`src/rtl/game_of_life_pkg.sv`:
```
// rtl/game_of_life_pkg.sv - shared button indices, arbiter state type and helpers
//
// Purpose:
//   Common definitions for the movement-button front end that feeds the
//   per-cell setup-selection FSMs.
//
// Contents:
//   BTN_LEFT/BTN_RIGHT/BTN_DOWN/BTN_UP  bit positions inside the 4-bit button
//                                       vectors ({up, down, right, left}).
//   NUM_BUTTONS                         width of the button vectors.
//   arbState_t                          arbiter FSM state encoding.
//   maxOf                               elaboration-time max, used for counter sizing.
//   isSingle                            true when exactly one bit of a mask is set.
//   buttonIndex                         index of the set bit of a one-hot mask.

package game_of_life_pkg;

   localparam int BTN_LEFT    = 0;
   localparam int BTN_RIGHT   = 1;
   localparam int BTN_DOWN    = 2;
   localparam int BTN_UP      = 3;
   localparam int NUM_BUTTONS = 4;

   typedef enum logic [1:0] {
      IDLE       = 2'd0,
      WAIT_DELAY = 2'd1,
      REPEAT     = 2'd2,
      LOCKED     = 2'd3
   } arbState_t;

   function automatic int maxOf(input int a, input int b);
      maxOf = (a > b) ? a : b;
   endfunction

   // Clearing the lowest set bit leaves zero only for a one-hot mask.
   function automatic logic isSingle(input logic [NUM_BUTTONS-1:0] mask);
      isSingle = (mask != '0) && ((mask & (mask - 1'b1)) == '0);
   endfunction

   // Only meaningful for a one-hot mask; returns 0 for an empty mask.
   function automatic logic [1:0] buttonIndex(input logic [NUM_BUTTONS-1:0] mask);
      buttonIndex = 2'd0;
      for (int i = 0; i < NUM_BUTTONS; i++) begin
         if (mask[i]) begin
            buttonIndex = 2'(i);
         end
      end
   endfunction

endpackage

```
`src/rtl/button_debouncer.sv`:
```
// rtl/button_debouncer.sv - two-flop synchroniser plus consecutive-sample debounce for one key
//
// Purpose:
//   Brings one active-low board key into the clk domain and only accepts a
//   level change after DEBOUNCE_CYCLES consecutive synchronised samples that
//   disagree with the current stable level.
//
// Ports:
//   clk    in   system clock
//   reset  in   asynchronous active-low reset
//   rawN   in   unsynchronised key, active-low (0 = pressed)
//   held   out  debounced level, active-high (1 = pressed), registered

module button_debouncer #(
   parameter int DEBOUNCE_CYCLES = 4
) (
   input  logic clk,
   input  logic reset,
   input  logic rawN,
   output logic held
);

   localparam int CNT_W = $clog2(DEBOUNCE_CYCLES + 1);
   localparam logic [CNT_W-1:0] CNT_LAST = CNT_W'(DEBOUNCE_CYCLES - 1);

   logic             syncMeta;
   logic             syncOut;
   logic             stable;
   logic [CNT_W-1:0] cnt;

   // Synchroniser resets to 1 so a key held through reset release is seen as a
   // fresh press and must pass the full debounce window.
   always_ff @(posedge clk or negedge reset) begin
      if (!reset) begin
         syncMeta <= 1'b1;
         syncOut  <= 1'b1;
         stable   <= 1'b1;
         cnt      <= '0;
      end else begin
         syncMeta <= rawN;
         syncOut  <= syncMeta;
         if (syncOut == stable) begin
            cnt <= '0;
         end else if (cnt == CNT_LAST) begin
            // This sample is the last of the required run of disagreeing samples.
            stable <= syncOut;
            cnt    <= '0;
         end else begin
            cnt <= cnt + 1'b1;
         end
      end
   end

   assign held = ~stable;

endmodule

```
`src/rtl/movement_button_conditioner.sv`:
```
// rtl/movement_button_conditioner.sv - four debounced keys arbitrated into exclusive one-cycle movement pulses
//
// Purpose:
//   Turns the raw board keys into clean left/right/up/down pulses for the
//   setup-selection FSMs: one pulse per press, optional auto-repeat while a
//   single key stays held, chords lock out until everything is released, and
//   nothing is emitted while the game is running.
//
// Ports:
//   clk              in   system clock
//   reset            in   asynchronous active-low reset
//   rawButtons[3:0]  in   active-low unsynchronised keys {up, down, right, left}
//   startGameSwitch  in   1 = game running, movement pulses suppressed
//   leftButton       out  one-cycle pulse
//   rightButton      out  one-cycle pulse
//   upButton         out  one-cycle pulse
//   downButton       out  one-cycle pulse
//   heldButtons[3:0] out  debounced active-high held levels, same bit order

module movement_button_conditioner
   import game_of_life_pkg::*;
#(
   parameter int DEBOUNCE_CYCLES = 4,
   parameter bit REPEAT_EN       = 1'b1,
   parameter int REPEAT_DELAY    = 64,
   parameter int REPEAT_PERIOD   = 16
) (
   input  logic       clk,
   input  logic       reset,
   input  logic [3:0] rawButtons,
   input  logic       startGameSwitch,
   output logic       leftButton,
   output logic       rightButton,
   output logic       upButton,
   output logic       downButton,
   output logic [3:0] heldButtons
);

   localparam int RCNT_W = $clog2(maxOf(REPEAT_DELAY, REPEAT_PERIOD) + 1);
   localparam logic [RCNT_W-1:0] DELAY_LAST  = RCNT_W'(REPEAT_DELAY - 1);
   localparam logic [RCNT_W-1:0] PERIOD_LAST = RCNT_W'(REPEAT_PERIOD - 1);

   logic [NUM_BUTTONS-1:0] heldVec;

   arbState_t              state;
   arbState_t              stateNext;
   logic [RCNT_W-1:0]      rcnt;
   logic [RCNT_W-1:0]      rcntNext;
   logic [1:0]             latched;
   logic [1:0]             latchedNext;
   logic [NUM_BUTTONS-1:0] pulseNext;
   logic [NUM_BUTTONS-1:0] pulseReg;

   logic [NUM_BUTTONS-1:0] latchedMask;
   logic                   leaveHold;

   for (genvar i = 0; i < NUM_BUTTONS; i++) begin : gDebounce
      button_debouncer #(
         .DEBOUNCE_CYCLES(DEBOUNCE_CYCLES)
      ) uDebounce (
         .clk  (clk),
         .reset(reset),
         .rawN (rawButtons[i]),
         .held (heldVec[i])
      );
   end

   assign latchedMask = NUM_BUTTONS'(4'b0001 << latched);

   // A hold episode ends as soon as the game starts or the held set is
   // anything other than the key that opened the episode.
   assign leaveHold = startGameSwitch || (heldVec != latchedMask);

   always_ff @(posedge clk or negedge reset) begin
      if (!reset) begin
         state    <= IDLE;
         rcnt     <= '0;
         latched  <= 2'd0;
         pulseReg <= '0;
      end else begin
         state    <= stateNext;
         rcnt     <= rcntNext;
         latched  <= latchedNext;
         pulseReg <= pulseNext;
      end
   end

   always_comb begin
      stateNext   = state;
      rcntNext    = rcnt;
      latchedNext = latched;
      pulseNext   = '0;
      case (state)
         IDLE: begin
            if (startGameSwitch) begin
               stateNext = LOCKED;
            end else if (isSingle(heldVec)) begin
               pulseNext   = heldVec;
               latchedNext = buttonIndex(heldVec);
               rcntNext    = '0;
               stateNext   = WAIT_DELAY;
            end else if (heldVec != '0) begin
               // Keys that debounce on the same edge are treated as a chord.
               stateNext = LOCKED;
            end
         end
         WAIT_DELAY: begin
            if (leaveHold) begin
               stateNext = (heldVec == '0) ? IDLE : LOCKED;
            end else if (REPEAT_EN && (rcnt == DELAY_LAST)) begin
               pulseNext = latchedMask;
               rcntNext  = '0;
               stateNext = REPEAT;
            end else if (rcnt != DELAY_LAST) begin
               // Stops at DELAY_LAST when repeat is disabled, so it never wraps.
               rcntNext = rcnt + 1'b1;
            end
         end
         REPEAT: begin
            if (leaveHold) begin
               stateNext = (heldVec == '0) ? IDLE : LOCKED;
            end else if (rcnt == PERIOD_LAST) begin
               pulseNext = latchedMask;
               rcntNext  = '0;
            end else begin
               rcntNext = rcnt + 1'b1;
            end
         end
         LOCKED: begin
            // Requires a full release so a key held across a game stop or a
            // chord has to be re-pressed before it moves anything.
            if ((heldVec == '0) && !startGameSwitch) begin
               stateNext = IDLE;
            end
         end
         default: begin
            stateNext = IDLE;
         end
      endcase
   end

   assign leftButton  = pulseReg[BTN_LEFT];
   assign rightButton = pulseReg[BTN_RIGHT];
   assign downButton  = pulseReg[BTN_DOWN];
   assign upButton    = pulseReg[BTN_UP];
   assign heldButtons = heldVec;

endmodule

```
`config.mk`:
```
export PLATFORM = sky130hd
export DESIGN_NAME = movement_button_conditioner
export DESIGN_NICKNAME = d
export VERILOG_FILES = /design/src/rtl/game_of_life_pkg.sv /design/src/rtl/button_debouncer.sv /design/src/rtl/movement_button_conditioner.sv
export SDC_FILE = /design/constraint.sdc
export NUM_CORES = 1
export LEC_CHECK = 0
export BUFFER_PORTS_ARGS = -buffer_cell sky130_fd_sc_hd__buf_2
export CAP_MARGIN = 20
export CORE_ASPECT_RATIO = 0.75
export CORE_MARGIN = 10
export CORE_UTILIZATION = 45
export CTS_BUF_LIST = sky130_fd_sc_hd__clkbuf_8
export DETAILED_ROUTE_END_ITERATION = 16
export PLACE_DENSITY = 0.66
export SLEW_MARGIN = 20
export SYNTH_ARGS = -nofsm -noshare
export SYNTH_HDL_FRONTEND = slang
export SYNTH_SLANG_ARGS = --single-unit
```
`constraint.sdc`:
```
create_clock -name clk -period 5.9 [get_ports clk]
set_input_delay 0 -clock clk [delete_from_list [all_inputs] [get_ports clk]]
set_output_delay 0 -clock clk [all_outputs]
set_load 0.01 [all_outputs]
```
* After elaboration in Yosys (flattened, before gate mapping) *
Cells that the tools add are included.

storage, ports and cells
  flip-flop bits (word level) = 39
  output and inout port bits = 8
  logic and storage cells = 112

cells by class
  add/subtract/negate cells = 6
  equal/unequal tests = 24
  shift operators = 1
  mux-type cells = 35
  bitwise operators = 10
  reductions and logical operators = 16

operators by type and width
  kind                 count
  $mux 7               7
  $mux 3               8
  $mux 4               6
  $pmux 7 s3           1
  $mux 2               10
  $add 3x1->3 const B  4
  $eq 3x2->1 const B   4
  $ne 2x2->1 const B   6
  $pmux 4 s3           1
  $not 1->1            9
  $logic_not 4->1      2
  $pmux 2 s4           1
  $reduce_and 2->1     4
  $add 7x1->7 const B  1
  $eq 7x4->1 const B   1
  $eq 7x6->1 const B   1
  $ne 7x6->1 const B   1
  $ne 3x3->1 const B   2
  $reduce_and 6->1     1
  $and 4x4->4          1
  $eq 1x1->1           4
  $eq 2x2->1 const B   2
  $ne 4x4->1           1
  $ne 4x4->1 const B   1
  12 further kinds     13

* Logic depth before layout (Yosys ltp) *
  depth in word-level cells = 8
  gate-level depth with buffers = 8
  depth with buffers taken out = 7

* Hierarchy *
Synthesis repeated with hierarchy kept, for this count alone.

second synthesis, totals
  cell total of the unflattened synthesis = 179
  area total of the unflattened synthesis = 2070.7 µm²

modules (own cells, without submodules)
  module                                         instances  cells an instance  area each (µm²)  sequential area each (µm²)
  movement_button_conditioner                    1          123                1147.4           375.4
  button_debouncer (gDebounce[1].uDebounce ...)  3          14                 229.0            153.9
  button_debouncer (gDebounce[0].uDebounce)      1          14                 236.5            153.9

* Worst setup path after synthesis *
OpenSTA, ideal clock, no wires.

  path kind = register to register
  start = reg state[0]
  end = reg rcnt[2]
  setup time = 0.124 ns
  data arrival time = 1.942 ns
  required time = 5.776 ns
  slack = 3.834 ns
  stages on the path, launching flop included = 9
  buffers on the path = 1
  clock period less this slack = 2.066 ns
  path through = dfrtp_1 > inv_1 > ha_1 > or2_4 > a31oi_4 > o211ai_4 > or2_0 > buf_6 > a211o_2

on the way
  cells in the longest elaborated chain, start to end = 3

ends and longest elaborated chain
  item                                          line                               RTL
  start, declared                               movement_button_conditioner.sv:45  arbState_t state;
  start signal, assigned                        movement_button_conditioner.sv:81  state <= stateNext;
  $eq 2x1->1 (tied with other cells)            movement_button_conditioner.sv:93  case (state)
  $ne 3x3->1 (no line) (tied with other cells)  n/a
  $reduce_and 6->1 (no line)                    n/a
  end signal, assigned                          movement_button_conditioner.sv:82  rcnt <= rcntNext;
  end, declared                                 movement_button_conditioner.sv:47  logic [RCNT_W-1:0] rcnt;

Parallel ways exist; a longest one is shown, timed or not.
A chain may end at the register's enable or synchronous reset.

* Final worst setup path *
Same ends and word-level chain as after synthesis.

==> results by group <==
Status
  • Status: finished, final reports clean

Yosys
  • Primary FF master, synth: dfrtp_1
  • Syn Area/Cell: 11.2 sq um
  • YS warnings: 0
  • Synth Net Count: 206
  • Library cells used by synthesis: 58
  • Ys async rst share: 1.00
  • EDFF count, synth: 0
  • Top cells by area, synth: dfrtp_1 (32%), dfstp_2 (15%), ha_1 (5.3%), nor3b_1 (2.5%), o31ai_1 (2.5%)
  • Sequential-to-total area share from yosys stat: 0.464
  • Synth Register Bits: 39
  • Area leader, netlist: dfrtp_1
  • Post-Synthesis Cell Area: 2140 sq um
  • Post-Syn Instances: 190
  • Area share of the largest cell type after synthesis: 0.316

Drt
  • Total number of vias: around 1500
  • Vias per cell: 5.65
  • ANT nets after route: 0
  • Drt pass-1 iters: 4
  • Drt total wl: 4040 um
  • Routed length per instance: 15.4 um
  • Drt drc: 0
  • Iter 0 DRT Violations: 86

STA
  • Min Tclk post-route: 2.32 ns
  • Final Hold Viols: 0
  • Max Slew Vio Count: 0
  • RSZ-0062 raised after global routing: no
  • Slew margin rel.: 0.448
  • Fmax achieved: approximately 430 MHz
  • Layout Skew: approximately 0.0043 ns
  • Worst Tran Pin Value: just over 0.8 ns
  • # setup viols final: 0
  • Period utilisation layout: 0.393
  • Setup tns final: 0 ns

Floorplanning
  • Core box area: 4520 sq um
  • Die height: around 80 um
  • Starting density of the core: 0.473
  • Die Width: 99.6 um
  • # rows: 21
  • Io pins: 15
  • Die ar.: 7930 sq um

Worst setup path
  • Setup slack, reg-to-reg: 3.58 ns
  • Startpoint types: flop
  • Worst Path Buf+Inv: 1
  • Critical-path top delay cell: dfrtp_1
  • CP top delay family: compound AO/OA/AOI/OAI gates
  • FF-to-FF path depth: 7
  • CP max stage delay: slightly above 0.4 ns
  • WP data required: 6.09 ns
  • CP Class: reg -> reg
  • CP max FO: 8
  • Crit. path cell count: 7
  • CP Capture Type: flop
  • Cell breakdown of the critical path: inv_1, ha_1, or2_4, a31oi_4, o211ai_4, or2_0, a211o_2
  • WP data arrival: 2.50 ns

Global routing
  • Total global-route track usage: 0.109
  • First-pass GRT wire length: approximately 7000 um
  • Antenna violations before repair: 0
  • Largest net degree at the start of global routing: 40
  • Global route total overflow: 0
  • Via count of the first global-routing pass: 1428

Power
  • Final Power: 1.08 mW
  • Max IR drop VDD: 0.229 mV
  • Pwr dens: 461 nW/um^2
  • Leak: slightly above 1 nW

Clock tree
  • CTS Sinks: 39
  • CTS tree: built
  • Postcts setup bufs: 0
  • Clock Tree Root: clkbuf_8
  • CTS clk-pin slew, worst paths: 0.08 ns
  • H-tree Lvls: 2
  • CTS Buffer Depth: 2
  • Total CTS buffers: 5
  • Clk Latency, worst-skew pair: roughly 0.30 ns

Placed design
  • Dpl cells: 249
  • Port Buffer Count: 14
  • Cell Area, Placed: 2180 sq um
  • Gpl congestion: 0.864
  • HPWL Detailed: 2940 um

Worst hold path
  • Worst min path class: in -> reg
  • WHS Path Cells: 4

Layout
  • Final Non-Filler Cells: 262
  • Synthesis-to-finish area growth: 9.26%
  • Layout cell share with drive strength beyond 1: 0.259
  • Fin nets: 220
  • N_diodes: 0
  • Design area: 2330 sq um

Run
  • # Max-Cap Violations: 0
worst paths after layout:
kind	start	to
worst min register to register	gDebounce[1].uDebounce.syncMeta	gDebounce[1].uDebounce.syncOut
worst max-delay path	state[0]	rcnt[2]
max in group asynchronous	reset	rcnt[1]
min in group asynchronous	reset	rcnt[5]
worst min-delay path	startGameSwitch	pulseReg[1]
worst max register to register	state[0]	rcnt[2]
routing by layer:
| layer | GRT usage | share of wire | up-vias |
|---|---|---|---|
| met5 | 0 | 0 | - |
| met4 | 0.0657 | 0.022 | 0 |
| met3 | 0.0329 | 0.051 | 8 |
| met2 | 0.149 | 0.44 | 39 |
| met1 | 0.148 | 0.48 | 711 |
| li1 | - | - | 722 |
tightest hold or removal path: cells and delay by family:
family / cells / cell delay (ns)
buffers and inverters: 2 / 0.21
AOI/OAI and AO/OA: 1 / 0.09
and+or+nand+nor: 1 / 0.13
through the flow:
step / hold slack, ns / setup WS [ns] / utilization
after detailed placement: 0.106 / 3.62 / 0.482
after global routing: 0.188 / 3.46 / 0.516
after floorplan: -0.296 / 3.83 / -
after CTS: 0.172 / 3.60 / 0.516
final: 0.186 / 3.58 / 0.516
after global placement: 0.105 / 3.70 / 0.482
synth_stat cells, types with 2 or more instances:
library cell and number:
buf_4 5, nor4_1 2, nor3b_1 7, nor2_1 8, nand2b_1 2, dfrtp_1 27
xnor2_1 5, mux2i_1 3, dfstp_2 12, buf_6 4, nand3_1 4, nor2b_1 5
a21oi_1 3, nand2_1 12, o41ai_2 3, buf_2 2, or3_1 2, inv_1 10
nor3_1 9, ha_1 9, o32ai_1 3, o21ai_0 6, o31ai_1 7, a211oi_1 2
nand4_1 2, nand4b_1 3, o211a_1 2
cell type report:
class | instances | area [sq um]
Clock inverter | 1 | 7.51
Clock buffer | 7 | 96.3
Timing Repair Buffer | 19 | 120
Tap cell | 57 | 71.3
Inverter | 10 | 37.5
Multi-Input combinational cell | 129 | 1010
Sequential cell | 39 | 991
Fill cell | 416 | 2190
flip-flops by register name, summed over array words and instances, names as in the netlist:
register / cells
gDebounce.uDebounce.syncMeta: 4
pulseReg: 4
gDebounce.uDebounce.stable: 4
gDebounce.uDebounce.syncOut: 4
state: 2
gDebounce.uDebounce.cnt: 12
rcnt: 7
latched: 2
cells by family (layout without fill, tap and decap cells):
| family | Yosys count | in the layout | share of synthesized area |
|---|---|---|---|
| simple gates | 67 | 67 | 0.182 |
| compound gates | 44 | 44 | 0.199 |
| flops | 39 | 39 | 0.464 |
| buf+inv | 22 | 37 | 0.0633 |
| fa+ha+maj | 9 | 9 | 0.0527 |
| xor+xnor | 5 | 5 | 0.0205 |
| mux | 4 | 4 | 0.0193 |
layout by cell type, fill, tap and decap left out, types with 2 or more instances in the layout:
| master | n |
|---|---|
| a211oi_1 | 2 |
| a21oi_1 | 3 |
| buf_2 | 14 |
| clkbuf_8 | 7 |
| dfrtp_1 | 27 |
| dfstp_2 | 12 |
| dlygate4sd3_1 | 5 |
| ha_1 | 9 |
| inv_1 | 10 |
| mux2i_1 | 3 |
| nand2_1 | 12 |
| nand2b_1 | 2 |
| nand3_1 | 4 |
| nand4_1 | 2 |
| nand4b_1 | 3 |
| nor2_1 | 8 |
| nor2b_1 | 5 |
| nor3_1 | 9 |
| nor3b_1 | 7 |
| nor4_1 | 2 |
| o211a_1 | 2 |
| o21ai_0 | 6 |
| o31ai_1 | 7 |
| o32ai_1 | 3 |
| o41ai_2 | 3 |
| or3_1 | 2 |
| xnor2_1 | 5 |
report_power, final:
group,switching (mW),total [mW],leakage [nW],internal [mW]
Sequential,0.0758,0.412,0.482,0.336
Combinational,0.265,0.462,0.506,0.197
Clock,0.0959,0.202,0.0505,0.106
Total,0.437,1.08,1.04,0.639
repair_timing:
item / 4_1_cts / 5_1_grt
hold buffers: 5 / 0
hold endpoints to repair: 31 / 0
gates resized for setup: 0 / 0
(Power assumes the default switching activity.)
